===== config.mk =====
export PLATFORM = sky130hd
export DESIGN_NAME = hcsr04_presence_flat
export DESIGN_NICKNAME = d
export VERILOG_FILES = /design/src/rtl/hcsr04_presence_pkg.sv /design/src/rtl/hcsr04_presence_if.sv /design/src/rtl/hcsr04_presence_sync_2ff.sv /design/src/rtl/hcsr04_presence.sv /design/src/flat_wrapper.sv
export SDC_FILE = /design/constraint.sdc
export NUM_CORES = 1
export LEC_CHECK = 0
export CAP_MARGIN = 0
export CORE_MARGIN = 3
export CORE_UTILIZATION = 61
export DETAILED_ROUTE_END_ITERATION = 8
export PLACE_DENSITY = 0.86
export SYNTH_ARGS = -nofsm -noshare
export SYNTH_HDL_FRONTEND = slang
export SYNTH_SLANG_ARGS = --single-unit

===== constraint.sdc =====
create_clock -name clk -period 2.7 [get_ports clk]
set_input_delay 0.675 -clock clk [delete_from_list [all_inputs] [get_ports clk]]
set_output_delay 0.675 -clock clk [all_outputs]
set_load 0.05 [all_outputs]

===== src/rtl/hcsr04_presence_pkg.sv =====
// Shared types and cycle-count helpers for the HC-SR04 presence detector.
// All timing parameters are given in physical units; these helpers turn
// them into clock-cycle counts so the RTL never needs a divider at runtime.
package hcsr04_pkg;

    typedef enum logic [2:0] {
        ST_IDLE      = 3'd0,
        ST_TRIG      = 3'd1,
        ST_WAIT_ECHO = 3'd2,
        ST_MEASURE   = 3'd3,
        ST_DONE      = 3'd4
    } state_t;

    localparam int unsigned HZ_PER_MHZ      = 32'd1_000_000;
    localparam int unsigned HZ_PER_KHZ      = 32'd1_000;
    // Round-trip sound travel time for one centimetre of distance.
    localparam int unsigned SOUND_US_PER_CM = 32'd58;
    localparam int unsigned DIST_W          = 32'd9;

    function automatic int unsigned cyc_per_us(input int unsigned clk_hz);
        return clk_hz / HZ_PER_MHZ;
    endfunction

    function automatic int unsigned trig_cyc(input int unsigned clk_hz,
                                             input int unsigned trig_us);
        return cyc_per_us(clk_hz) * trig_us;
    endfunction

    function automatic int unsigned cm_cyc(input int unsigned clk_hz);
        return cyc_per_us(clk_hz) * SOUND_US_PER_CM;
    endfunction

    function automatic int unsigned period_cyc(input int unsigned clk_hz,
                                               input int unsigned period_ms);
        return (clk_hz / HZ_PER_KHZ) * period_ms;
    endfunction

    function automatic int unsigned timeout_cyc(input int unsigned clk_hz,
                                                input int unsigned timeout_us);
        return cyc_per_us(clk_hz) * timeout_us;
    endfunction

endpackage


===== src/rtl/hcsr04_presence_if.sv =====
// Sensor-side and result-side signals of the presence detector.
// The detector is the slave; whoever drives the echo line and consumes
// the results (sensor model / LCD driver) is the master.
interface hcsr04_presence_if;
    logic       echo;
    logic       trig;
    logic [8:0] dist_cm;
    logic       valid;
    logic       timeout;
    logic       distancia;

    modport master (
        output echo,
        input  trig,
        input  dist_cm,
        input  valid,
        input  timeout,
        input  distancia
    );

    modport slave (
        input  echo,
        output trig,
        output dist_cm,
        output valid,
        output timeout,
        output distancia
    );
endinterface


===== src/rtl/hcsr04_presence_sync_2ff.sv =====
// One-bit two-flop synchronizer for bringing the asynchronous echo line
// into the clk domain. Both flops clear to 0 on reset.
module sync_2ff (
    input  logic clk,
    input  logic reset,
    input  logic i_d,
    output logic o_q
);
    logic r_meta;
    logic r_sync;

    // Two-stage capture of the asynchronous input.
    always_ff @(posedge clk) begin
        if (!reset) begin
            r_meta <= 1'b0;
            r_sync <= 1'b0;
        end else begin
            r_meta <= i_d;
            r_sync <= r_meta;
        end
    end

    assign o_q = r_sync;
endmodule


===== src/rtl/hcsr04_presence.sv =====
// HC-SR04 presence detector: periodic trigger, echo timing, cycle-to-cm
// conversion by prescaled counting, and a debounced near/far flag.
// distancia = 1 means nobody near (LCD off), 0 means object near.
module hcsr04_presence
    import hcsr04_pkg::*;
#(
    parameter int unsigned CLK_HZ     = 32'd50_000_000,
    parameter int unsigned TRIG_US    = 32'd10,
    parameter int unsigned PERIOD_MS  = 32'd60,
    parameter int unsigned TIMEOUT_US = 32'd30000,
    parameter int unsigned THRESH_CM  = 32'd50,
    parameter int unsigned MAX_CM     = 32'd400,
    parameter int unsigned NEAR_CNT   = 32'd3
) (
    input  logic               clk,
    input  logic               reset,
    hcsr04_presence_if.slave   bus
);

    localparam int unsigned TRIG_CYC_L    = trig_cyc(CLK_HZ, TRIG_US);
    localparam int unsigned CM_CYC_L      = cm_cyc(CLK_HZ);
    localparam int unsigned PERIOD_CYC_L  = period_cyc(CLK_HZ, PERIOD_MS);
    localparam int unsigned TIMEOUT_CYC_L = timeout_cyc(CLK_HZ, TIMEOUT_US);

    localparam int unsigned PER_W  = $clog2(PERIOD_CYC_L + 32'd1);
    localparam int unsigned TRIG_W = $clog2(TRIG_CYC_L + 32'd1);
    localparam int unsigned TO_W   = $clog2(TIMEOUT_CYC_L + 32'd1);
    localparam int unsigned CM_W   = $clog2(CM_CYC_L + 32'd1);
    localparam int unsigned DB_W   = $clog2(NEAR_CNT + 32'd1);

    localparam logic [PER_W-1:0]  PER_LAST  = PER_W'(PERIOD_CYC_L - 32'd1);
    localparam logic [TRIG_W-1:0] TRIG_LAST = TRIG_W'(TRIG_CYC_L - 32'd1);
    localparam logic [TO_W-1:0]   TO_LAST   = TO_W'(TIMEOUT_CYC_L - 32'd1);
    localparam logic [CM_W-1:0]   CM_LAST   = CM_W'(CM_CYC_L - 32'd1);
    localparam logic [DB_W-1:0]   DB_LAST   = DB_W'(NEAR_CNT - 32'd1);
    localparam logic [DIST_W-1:0] DIST_MAX  = DIST_W'(MAX_CM);
    localparam logic [DIST_W-1:0] DIST_THR  = DIST_W'(THRESH_CM);

    // Echo synchronization and edge detection
    logic w_echo_s;
    logic r_echo_d;
    logic w_echo_rise;
    logic w_echo_fall;

    // Period timer
    logic [PER_W-1:0] r_period_cnt;
    logic             w_period_wrap;

    // FSM and measurement state
    state_t            r_state;
    logic              r_trig;
    logic [TRIG_W-1:0] r_trig_cnt;
    logic [TO_W-1:0]   r_to_cnt;
    logic [CM_W-1:0]   r_pre_cnt;
    logic [DIST_W-1:0] r_cm_cnt;
    logic [DIST_W-1:0] r_dist_cm;
    logic              r_valid;
    logic              r_timeout;
    logic              r_distancia;
    logic [DB_W-1:0]   r_db_cnt;

    logic              w_to_hit;
    logic              w_meas_near;
    logic              w_class_differs;

    sync_2ff u_sync_echo (
        .clk   (clk),
        .reset (reset),
        .i_d   (bus.echo),
        .o_q   (w_echo_s)
    );

    // Previous synchronized echo level, used for edge detection.
    always_ff @(posedge clk) begin
        if (!reset) begin
            r_echo_d <= 1'b0;
        end else begin
            r_echo_d <= w_echo_s;
        end
    end

    assign w_echo_rise = w_echo_s & ~r_echo_d;
    assign w_echo_fall = ~w_echo_s & r_echo_d;

    // Free-running measurement period counter, independent of FSM state.
    always_ff @(posedge clk) begin
        if (!reset) begin
            r_period_cnt <= '0;
        end else if (r_period_cnt == PER_LAST) begin
            r_period_cnt <= '0;
        end else begin
            r_period_cnt <= r_period_cnt + PER_W'(32'd1);
        end
    end

    assign w_period_wrap = (r_period_cnt == PER_LAST);

    // The timeout budget is measured from trigger fall and shared by the
    // wait-for-echo and measure phases.
    assign w_to_hit = (r_to_cnt >= TO_LAST);

    // Timeouts always count as far; otherwise near is strictly below threshold.
    assign w_meas_near     = ~r_timeout & (r_dist_cm < DIST_THR);
    // distancia=1 means far, so a near result disagrees when distancia is 1.
    assign w_class_differs = (w_meas_near == r_distancia);

    // Measurement sequencer with registered outputs and debounce update.
    always_ff @(posedge clk) begin
        if (!reset) begin
            r_state     <= ST_IDLE;
            r_trig      <= 1'b0;
            r_trig_cnt  <= '0;
            r_to_cnt    <= '0;
            r_pre_cnt   <= '0;
            r_cm_cnt    <= '0;
            r_dist_cm   <= '0;
            r_valid     <= 1'b0;
            r_timeout   <= 1'b0;
            r_distancia <= 1'b1;
            r_db_cnt    <= '0;
        end else begin
            r_valid <= 1'b0;
            case (r_state)
                ST_IDLE: begin
                    r_trig <= 1'b0;
                    if (w_period_wrap) begin
                        r_state    <= ST_TRIG;
                        r_trig     <= 1'b1;
                        r_trig_cnt <= '0;
                    end
                end

                ST_TRIG: begin
                    // Echo edges seen here are deliberately ignored.
                    if (r_trig_cnt == TRIG_LAST) begin
                        r_trig   <= 1'b0;
                        r_to_cnt <= '0;
                        r_state  <= ST_WAIT_ECHO;
                    end else begin
                        r_trig_cnt <= r_trig_cnt + TRIG_W'(32'd1);
                    end
                end

                ST_WAIT_ECHO: begin
                    if (w_echo_rise) begin
                        // The rise cycle is the first echo-high cycle.
                        r_pre_cnt <= CM_W'(32'd1);
                        r_cm_cnt  <= '0;
                        r_to_cnt  <= r_to_cnt + TO_W'(32'd1);
                        r_state   <= ST_MEASURE;
                    end else if (w_to_hit) begin
                        r_dist_cm <= DIST_MAX;
                        r_timeout <= 1'b1;
                        r_valid   <= 1'b1;
                        r_state   <= ST_DONE;
                    end else begin
                        r_to_cnt <= r_to_cnt + TO_W'(32'd1);
                    end
                end

                ST_MEASURE: begin
                    if (w_echo_fall) begin
                        r_dist_cm <= r_cm_cnt;
                        r_timeout <= 1'b0;
                        r_valid   <= 1'b1;
                        r_state   <= ST_DONE;
                    end else if (w_to_hit) begin
                        r_dist_cm <= DIST_MAX;
                        r_timeout <= 1'b1;
                        r_valid   <= 1'b1;
                        r_state   <= ST_DONE;
                    end else begin
                        r_to_cnt <= r_to_cnt + TO_W'(32'd1);
                        if (r_pre_cnt == CM_LAST) begin
                            r_pre_cnt <= '0;
                            if (r_cm_cnt >= DIST_MAX) begin
                                r_cm_cnt <= DIST_MAX;
                            end else begin
                                r_cm_cnt <= r_cm_cnt + DIST_W'(32'd1);
                            end
                        end else begin
                            r_pre_cnt <= r_pre_cnt + CM_W'(32'd1);
                        end
                    end
                end

                ST_DONE: begin
                    if (w_class_differs) begin
                        if (r_db_cnt == DB_LAST) begin
                            r_distancia <= ~r_distancia;
                            r_db_cnt    <= '0;
                        end else begin
                            r_db_cnt <= r_db_cnt + DB_W'(32'd1);
                        end
                    end else begin
                        r_db_cnt <= '0;
                    end
                    r_state <= ST_IDLE;
                end

                default: begin
                    r_trig  <= 1'b0;
                    r_state <= ST_IDLE;
                end
            endcase
        end
    end

    assign bus.trig      = r_trig;
    assign bus.dist_cm   = r_dist_cm;
    assign bus.valid     = r_valid;
    assign bus.timeout   = r_timeout;
    assign bus.distancia = r_distancia;

endmodule


===== src/flat_wrapper.sv =====
// flat-port wrapper written by rule: the top's interface ports become plain ports
module hcsr04_presence_flat import hcsr04_pkg::*;
#(
    parameter int unsigned CLK_HZ     = 32'd50_000_000,
    parameter int unsigned TRIG_US    = 32'd10,
    parameter int unsigned PERIOD_MS  = 32'd60,
    parameter int unsigned TIMEOUT_US = 32'd30000,
    parameter int unsigned THRESH_CM  = 32'd50,
    parameter int unsigned MAX_CM     = 32'd400,
    parameter int unsigned NEAR_CNT   = 32'd3
)
  (clk, reset, bus_echo, bus_trig, bus_dist_cm, bus_valid, bus_timeout, bus_distancia);
  hcsr04_presence_if bus_i ();
  input  logic clk;
  input  logic reset;
  input wire logic [$bits(bus_i.echo)-1:0] bus_echo;
  output wire logic [$bits(bus_i.trig)-1:0] bus_trig;
  output wire logic [$bits(bus_i.dist_cm)-1:0] bus_dist_cm;
  output wire logic [$bits(bus_i.valid)-1:0] bus_valid;
  output wire logic [$bits(bus_i.timeout)-1:0] bus_timeout;
  output wire logic [$bits(bus_i.distancia)-1:0] bus_distancia;
  assign bus_i.echo = bus_echo;
  assign bus_trig = bus_i.trig;
  assign bus_dist_cm = bus_i.dist_cm;
  assign bus_valid = bus_i.valid;
  assign bus_timeout = bus_i.timeout;
  assign bus_distancia = bus_i.distancia;
  hcsr04_presence #(.CLK_HZ(CLK_HZ), .TRIG_US(TRIG_US), .PERIOD_MS(PERIOD_MS), .TIMEOUT_US(TIMEOUT_US), .THRESH_CM(THRESH_CM), .MAX_CM(MAX_CM), .NEAR_CNT(NEAR_CNT)) u_core (.clk(clk), .reset(reset), .bus(bus_i));
endmodule

==> flow_metrics.tcl <==
set metrics [dict create \
    reg2reg_from "u_core.r_to_cnt[0]$_SDFFE_PN0P_" \
    place_congestion 0.964 \
    num-nets-final 574 \
    critPathKind "reg2reg" \
    numPortBuffers 15 \
    grt-ovfl-total 0 \
    wire_per_inst_um 16.2 \
    ys.warnings.count 0 \
    cp_data_arrival_time_ps 2840 \
    worstHoldEndpoint "u_core.u_sync_echo.o_q$_SDFF_PN0_" \
    power_frac_clock 0.390 \
    hold_path_depth 1 \
    cts.hold.buffers_added 0 \
    htree_levels 3 \
    synth_largest_area_cell "dfxtp_1" \
    setup_viol 0 \
    setup_slack_ps 148 \
    yosysTopAreaCellShare 0.413 \
    netlist_top_cells_area "dfxtp_1 (41%), nor2_1 (5.6%), nand2_1 (4.8%)" \
    synth_area_per_cell_um2 8.44 \
    clockBufferDepth 2 \
    routed_wl_mm 10.8 \
    areaGrowthSynthToFinish_pct 11.1 \
    dieArea_um2 8550 \
    r2r-end "u_core.r_pre_cnt[11]$_SDFFE_PN0P_" \
    async_flop_share 0 \
    stdcell_count 665 \
    antenna_cells 0 \
    grt_usage 0.257 \
    p_int_w 0.00186 \
    netlist-cell-type-count 73 \
    hold_viol_final 0 \
    regToRegSetupSlack_ps 150 \
    cts-resized-gates 0 \
    root_buffer "clkbuf_8" \
    power_density_nw_per_um2 468 \
    rows 30 \
    startpoint "u_core.r_to_cnt[0]$_SDFFE_PN0P_" \
    outcome "finished clean" \
    power_frac_comb 0.022 \
    via_per_inst 6.31 \
    postSynthCellCount 540 \
    finClkSkew_ps 13.1 \
    path_cells "ha_1 > and3_1 > and2_4 > a311o_1 > o21ai_2 > o21ai_2 > or4_1 > a21oi_1" \
    syn_nets 549 \
    dp_cells 650 \
    crit_path_top_delay_cell "or4_1" \
    crit_top_cell "o21ai_2" \
    max_freq_mhz 392 \
    critPathTopFamily "compound AO/OA/AOI/OAI gates" \
    dpl.hpwl_mm 7.65 \
    swShare 0.217 \
    synthFlopType "dfxtp_1" \
    antenna_found_initial 0 \
    core_um2 7020 \
    vdd_drop_max_uv 289 \
    start_util 0.650 \
    cp_num_buf_inv 0 \
    num_vias 4196 \
    io_pins 16 \
    grt_pass1_vias 4031 \
    die_height_um 92.5 \
    worstPathMaxFanout 12 \
    grt_max_degree 37 \
    required_ps 2990 \
    crit_path_end_kind "flip-flop" \
    clk_pin_slew_worst_paths_ps 90 \
    die_x_um 92.5 \
    place_ws_ps 234 \
    grt_pass1_wl_mm 18.0 \
    switchingPower_w 0.000514 \
    postRouteAntennaNets 0 \
    hold_start "u_core.u_sync_echo.r_meta$_SDFF_PN0_" \
    p_leak_nw 1.75 \
    final_common_cell "dfxtp_1" \
    synth_edf_count 0 \
    drc 0 \
    max_stage_delay_ps 550 \
    finalMaxSlewViolations 0 \
    post-route-period-util 0.945 \
    clock_sinks 94 \
    numCtsBuffers 9 \
    tritoncts "done" \
    clk_latency_ps 360 \
    cap_violations 0 \
    rsz0062_at_grt "no" \
    rr_worst_depth 8 \
    synth.cell_area_um2 4560 \
    finalPower_w 0.00237 \
    setup_tns_ps 0 \
    drive_above_1_share 0.100 \
    synth_seq_cells 94 \
    post_cts_buffers 0 \
    layout_common_cells "dfxtp_1 (94), nor2_1 (68), nand2_1 (58), a21oi_1 (35), nand3_1 (31)" \
    synth_seq_area_share 0.413 \
    tightest_slew_ps 655 \
    p_seq_frac 0.588 \
    timing.slew.headroom 0.562 \
    utilization 0.722 \
    drtIter0Drc 253 \
    dr.pass1.iters 5 \
    period_needed_ps 2550 \
    hold_class "reg2reg" \
    critPathLaunchType "flip-flop" \
]
[Yosys cell counts, types with 6 or more instances]
master	instances
or3_1	8
xor2_1	23
clkbuf_1	10
nand4_1	10
dfxtp_1	94
and2_1	8
nor3_1	7
nand2b_1	6
or4_1	6
nand3_1	31
nor2_1	68
and3_1	16
a22o_1	7
xnor2_1	9
o221a_2	9
ha_1	6
nand2_1	58
inv_1	7
o21ai_0	19
a21oi_1	36
[state kept, by name, indices dropped and copies added, names as in the netlist]
register and flops:
u_core.r_period_cnt 22, u_core.r_cm_cnt 9, u_core.r_db_cnt 2, u_core.r_state 3, u_core.bus.valid 1, u_core.u_sync_echo.r_meta 1
u_core.bus.timeout 1, u_core.r_pre_cnt 12, u_core.r_trig_cnt 9, u_core.bus.trig 1, u_core.r_to_cnt 21, u_core.bus.distancia 1
u_core.r_echo_d 1, u_core.bus.dist_cm 9, u_core.u_sync_echo.o_q 1
[stage by stage]
step	hold WS [ps]	area, um^2
4_1_cts	445	5060
2_1_floorplan	412	4560
6_report	454	5060
3_3_place_gp	415	4870
5_1_grt	446	5060
3_5_place_dp	425	4870
[worst max path at each step]
stage	end	depth (start not counted)
6_report	u_core.r_pre_cnt[11]$_SDFFE_PN0P_	8
5_1_grt	u_core.r_to_cnt[12]$_SDFFE_PN0P_	8
4_1_cts	u_core.r_pre_cnt[11]$_SDFFE_PN0P_	8
3_5_place_dp	u_core.r_pre_cnt[9]$_SDFFE_PN0P_	8
3_3_place_gp	u_core.r_to_cnt[17]$_SDFFE_PN0P_	9
2_1_floorplan	u_core.r_to_cnt[19]$_SDFFE_PN0P_	10
[logic make-up (layout without fill, tap and decap cells)]
logic type	after synthesis	after routing	share of synthesized area
and+or+nand+nor	255	255	0.285
AOI/OAI and AO/OA	128	128	0.197
DFF	94	94	0.413
xor gates and xnor gates	32	32	0.0615
buffers and inverters	24	53	0.0258
adders and majority gates	6	6	0.0165
muxes	1	1	0.00220
[power by group through the flow]
| stage | registers (W) | clock network, W | logic (W) |
|---|---|---|---|
| 3_3_place_gp | 0.00143 | 0 | 0.0000491 |
| 2_1_floorplan | 0.00143 | 0 | 0.0000285 |
| 6_report | 0.00139 | 0.000926 | 0.0000513 |
| 3_5_place_dp | 0.00143 | 0 | 0.0000508 |
| 5_1_grt | 0.00140 | 0.000984 | 0.0000554 |
| 4_1_cts | 0.00139 | 0.000933 | 0.0000511 |
[routing by layer]
layer | track usage | wire (um) | vias to the layer above
li1 | - | - | 2030
met1 | 0.317 | 4700 | 2022
met2 | 0.443 | 5330 | 119
met4 | 0.116 | 198 | 0
met3 | 0.0382 | 554 | 25
met5 | 0 | 0 | -
[final cells by class]
class / instances / area (um^2)
multi-input cells: 422 / 2570
fillers: 554 / 1950
flip-flops and latches: 94 / 1880
repair buffers: 30 / 275
clock buffers: 12 / 145
well taps: 96 / 120
clock inverters: 3 / 45.0
inverters: 8 / 30.0
Note: power is estimated with default switching activity, not from simulation.
